### src/rtl/sha256_msg_packer.sv
// sha256_msg_packer: packs a byte stream into padded, length-terminated 512-bit SHA-256 blocks emitted as 16 words
module sha256_msg_packer #(
    parameter int DATA_WIDTH = 32,
    parameter int LEN_WIDTH  = 64
) (
    input  logic                  clk,
    input  logic                  rst,
    input  logic                  rx_dv,
    input  logic [7:0]            rx_byte,
    input  logic                  rx_last,
    input  logic                  core_ready,
    output logic                  in_ready,
    output logic                  MP_dv,
    output logic [DATA_WIDTH-1:0] message_out,
    output logic                  block_last,
    output logic                  msg_done
);
    typedef enum logic [2:0] {S_COLLECT, S_PAD, S_LEN, S_WAIT, S_EMIT} state_t;
    state_t state, state_d;
    logic [DATA_WIDTH-1:0] mem [16];
    logic [DATA_WIDTH-1:0] hold;
    logic [LEN_WIDTH-1:0]  len;
    logic [63:0]           len64;
    logic [5:0]            bidx;
    logic [3:0]            wcnt;
    logic [7:0]            wr_byte;
    logic                  final_q, pad_pending, len_pending, pad_80;
    logic                  wr_en, full, emit_end;

    assign len64       = 64'(len);
    assign full        = bidx == 6'd63;
    assign emit_end    = state == S_EMIT && wcnt == 4'd15;
    assign wr_en       = (state == S_COLLECT && rx_dv) || state == S_PAD;
    assign wr_byte     = state == S_PAD ? (pad_80 ? 8'h80 : 8'h00) : rx_byte;
    assign in_ready    = state == S_COLLECT;
    assign MP_dv       = state == S_EMIT;
    assign message_out = MP_dv ? mem[wcnt] : hold;
    assign block_last  = emit_end && final_q;

    always_ff @(posedge clk)
        state <= rst ? S_COLLECT : state_d;

    always_comb begin
        state_d = state;
        case (state)
            S_COLLECT: state_d = !rx_dv ? S_COLLECT : full ? S_WAIT : rx_last ? S_PAD : S_COLLECT;
            S_PAD:     state_d = bidx == 6'd55 ? S_LEN : full ? S_WAIT : S_PAD;
            S_LEN:     state_d = S_WAIT;
            S_WAIT:    state_d = core_ready ? S_EMIT : S_WAIT;
            S_EMIT:    state_d = !emit_end ? S_EMIT :
                                 (!final_q && (pad_pending || len_pending)) ? S_PAD : S_COLLECT;
            default:   state_d = S_COLLECT;
        endcase
    end

    always_ff @(posedge clk) begin
        if (rst) begin
            bidx        <= '0;
            wcnt        <= '0;
            len         <= '0;
            hold        <= '0;
            final_q     <= 1'b0;
            pad_pending <= 1'b0;
            len_pending <= 1'b0;
            pad_80      <= 1'b0;
            msg_done    <= 1'b0;
            for (int i = 0; i < 16; i++) mem[i] <= '0;
        end else begin
            msg_done <= emit_end && final_q;
            if (wr_en) begin
                mem[bidx[5:2]][{~bidx[1:0], 3'b000} +: 8] <= wr_byte;
                bidx <= bidx + 6'd1;
            end
            if (state == S_COLLECT && rx_dv) begin
                len <= len + LEN_WIDTH'(8);
                if (rx_last) begin
                    pad_80      <= 1'b1;
                    pad_pending <= full;
                end
            end
            // a pad run that reaches byte 63 leaves no room for the length field
            if (state == S_PAD) begin
                pad_80 <= 1'b0;
                if (full) len_pending <= 1'b1;
            end
            if (state == S_LEN) begin
                mem[14] <= len64[63:32];
                mem[15] <= len64[31:0];
                final_q <= 1'b1;
            end
            if (MP_dv) begin
                hold <= mem[wcnt];
                wcnt <= wcnt + 4'd1;
            end
            if (emit_end) begin
                for (int i = 0; i < 16; i++) mem[i] <= '0;
                bidx <= '0;
                if (final_q) begin
                    len         <= '0;
                    final_q     <= 1'b0;
                    pad_pending <= 1'b0;
                    len_pending <= 1'b0;
                    pad_80      <= 1'b0;
                end else if (pad_pending) begin
                    pad_pending <= 1'b0;
                    pad_80      <= 1'b1;
                end else begin
                    len_pending <= 1'b0;
                    pad_80      <= 1'b0;
                end
            end
        end
    end
endmodule

### config.mk
export PLATFORM = sky130hd
export DESIGN_NAME = sha256_msg_packer
export DESIGN_NICKNAME = d
export VERILOG_FILES = /design/src/rtl/sha256_msg_packer.sv
export SDC_FILE = /design/constraint.sdc
export NUM_CORES = 1
export LEC_CHECK = 0
export ABC_AREA = 1
export CORE_ASPECT_RATIO = 0.9
export CORE_MARGIN = 4
export CORE_UTILIZATION = 62
export CTS_BUF_LIST = sky130_fd_sc_hd__clkbuf_4 sky130_fd_sc_hd__clkbuf_8 sky130_fd_sc_hd__clkbuf_16
export DETAILED_ROUTE_END_ITERATION = 10
export PLACE_DENSITY_LB_ADDON = 0.12
export SYNTH_ARGS = -nofsm -noshare
export SYNTH_HDL_FRONTEND = slang
export SYNTH_SLANG_ARGS = --single-unit
### constraint.sdc
create_clock -name clk -period 4.48 [get_ports clk]
set_input_delay 0.896 -clock clk [delete_from_list [all_inputs] [get_ports clk]]
set_output_delay 0.896 -clock clk [all_outputs]
set_load 0.01 [all_outputs]
==> reports/metrics.yaml <==
status: "finished clean"
cp_max_fo: 56
cts_buffers: 60
report.final.slew_viol_count: 0
min_path_type: "reg2reg"
insertion_delay_ns: 0.63
grt_pass1_vias: 23209
synth_cells: 3409
cts_hold_repair.buffers: 0
slew_headroom_pct: 7.50
root_buffer: "clkbuf_16"
hold_viol_final: 0
synth_cell_types: 38
post-route-period-util_pct: 93.4
setup_violations: 0
start_util_pct: 62.9
synth_seq_cells: 627
ys_warn_count: 0
worstPathArrival_ns: 3.29
cts_tree: "built"
grt_max_degree: 97
min_period_ns: 4.19
area_growth_pct: 9.94
drv_cap: 0
ant_nets: 0
die_y_um: 215
wl_um: 84000
criticalPathCategory: "reg2out"
num_vias: 24451
postCtsResizedCells: 0
ioPinCount: 49
gr-usage-all-layers_pct: 32.7
cts.reportedPaths.clkPinSlew_ns: 0.06
fmax_ghz: 0.239
htree_levels: 2
start_kind: "flip-flop"
core_area_um2: 46800
dp_hpwl_um: 55900
syn-num-nets: 3428
dieArea_um2: 51000
synth_area_um2: 29400
drt_iter0_markers: 3735
via_per_inst: 6.03
syn_avg_cell_area_um2: 8.63
wl_per_cell_um: 20.7
cts.sinks: 627
place_congestion: 0.969
nFillCells: 3660
antenna_found_initial: 3
worst_pin_slew_ns: 1.38
num-nets-final: 3408
fin_skew_ns: 0.0277
r2r_slack_ns: 1.18
worstSetupEndpointType: "output pin"
vdd_drop_max_mv: 0.310
post-route-util_pct: 69.1
drtPass1Iterations: 6
cts_max_path_buffers: 3
drive_above_1_share_pct: 7.16
grt_pass1_wl_um: 131000
cp.required_ns: 3.58
grt-ovfl-total: 0
fp-row-count: 75
chipWidth_um: 238
post_cts_buffers: 0
setup_tns_ns: 0
dp_slack_ns: 0.866
powerDensity_nw_per_um2: 374
leakagePower_nw: 12.0
final.setup.worst_slack_ns: 0.294
rsz0062_at_grt: "no"
io_buffers: 48
synth-seq-area-share_pct: 60.1
drt_drc_violations_left: 0
per-stage QoR:
step | hold WS (ns) | total power, mW | area (um^2) | std cells
2_1_floorplan | 0.440 | 6.97 | 29400 | 3409
3_3_place_gp | 0.453 | 7.18 | 30400 | 3943
3_5_place_dp | 0.459 | 7.20 | 30400 | 3943
4_1_cts | 0.469 | 12.1 | 32400 | 4053
5_1_grt | 0.497 | 12.4 | 32400 | 4054
6_report | 0.466 | 12.1 | 32400 | 4054
routing by layer:
metal	track usage [%]	up-vias	wire length [um]
li1	-	11227	-
met1	46.9	11390	33000
met2	49.3	1553	37200
met3	7.68	277	10300
met4	12.1	4	3450
met5	0	-	30
flip-flops by register name, summed over array words and instances, names as in the netlist, named ones only:
| name | flops |
|---|---|
| len_pending | 1 |
| final_q | 1 |
| mem | 512 |
| len | 61 |
| wcnt | 4 |
| pad_pending | 1 |
| state | 3 |
| pad_80 | 1 |
| msg_done | 1 |
| hold | 32 |
| bidx | 6 |
cells in the mapped netlist (all sizes together):
cell	n	share of area (%)
a21oi	40	0.68
a31oi	2	0.042
a32oi	1	0.030
and2	1	0.021
and3	1	0.021
buf	59	0.98
clkbuf	117	1.5
clkinv	2	0.026
dfxtp	115	7.8
edfxtp	512	52
ha	6	0.26
inv	140	1.8
mux2i	1	0.034
nand2	1062	14
nand3	492	8.4
nand4	25	0.53
nor2	684	8.9
nor3	13	0.28
nor3b	3	0.077
o21a	2	0.051
o21ai	91	1.5
o21bai	1	0.026
o221ai	1	0.030
or2	32	0.68
xnor2	3	0.089
xor2	3	0.089
worst max-delay path, cell delays in order (launching register included):
cell	delay [ns]
dfxtp_4	0.57
buf_4	0.62
nand3_1	0.26
nand3_1	0.15
nand2_1	0.07
nand2_1	0.06
nand3_1	0.11
nand2_1	0.28
inv_1	0.07
clkdlybuf4s50_1	0.48
cell type report:
type	instances	area (um^2)	share of cell area (%)
well taps	616	771	2.38
flip-flops and latches	627	17700	54.6
repair buffers	94	908	2.81
inverters	142	541	1.67
multi-input cells	2464	10500	32.5
diodes	1	2.50	0.00773
clock inverters	27	200	0.619
clock buffers	83	1730	5.36
cells by family after synthesis:
| logic type | share of synthesized area, % |
|---|---|
| xor+xnor | 0.179 |
| simple gates | 32.8 |
| mux | 0.0340 |
| compound gates | 2.41 |
| flops | 60.1 |
| buf+inv | 4.28 |
| fa+ha+maj | 0.255 |
path summary, 6_finish.rpt:
kind	startpoint	end	cells after the start
worst min register to register	final_q	msg_done	2
worst max register to register	bidx[0]	mem[14][25]	5
worst max-delay path	flip-flop	message_out[24]	9
worst min-delay path	final_q	msg_done	2
report_power, final:
| part | total (mW) | leakage (nW) | internal [mW] | switching, mW |
|---|---|---|---|---|
| Clock | 5.02 | 0.972 | 2.86 | 2.16 |
| Combinational | 0.581 | 4.86 | 0.114 | 0.467 |
| Sequential | 6.51 | 6.22 | 6.45 | 0.0607 |
| Total | 12.1 | 12.0 | 9.42 | 2.68 |
placed cells by master, fill, tap and decap left out, types with 2 or more instances in the layout:
| master | n |
|---|---|
| nand2_1 | 1021 |
| nor2_1 | 671 |
| edfxtp_1 | 512 |
| nand3_1 | 490 |
| inv_1 | 132 |
| dfxtp_1 | 112 |
| o21ai_0 | 90 |
| clkbuf_16 | 62 |
| clkdlybuf4s50_1 | 47 |
| nand2_2 | 40 |
| a21oi_1 | 40 |
| buf_4 | 39 |
| or2_2 | 32 |
| nand4_1 | 25 |
| clkbuf_4 | 17 |
| clkinv_1 | 14 |
| nor3_1 | 11 |
| clkinv_2 | 10 |
| nor2_4 | 7 |
| buf_12 | 7 |
| nor2_2 | 6 |
| inv_2 | 6 |
| ha_1 | 6 |
| clkbuf_8 | 4 |
| nor3b_1 | 3 |
| xor2_1 | 3 |
| xnor2_1 | 3 |
| bufinv_16 | 3 |
| nand3_2 | 2 |
| o21a_1 | 2 |
| a31oi_1 | 2 |
| dfxtp_4 | 2 |
| clkinvlp_4 | 2 |
Power figures use the tool's default switching activity.
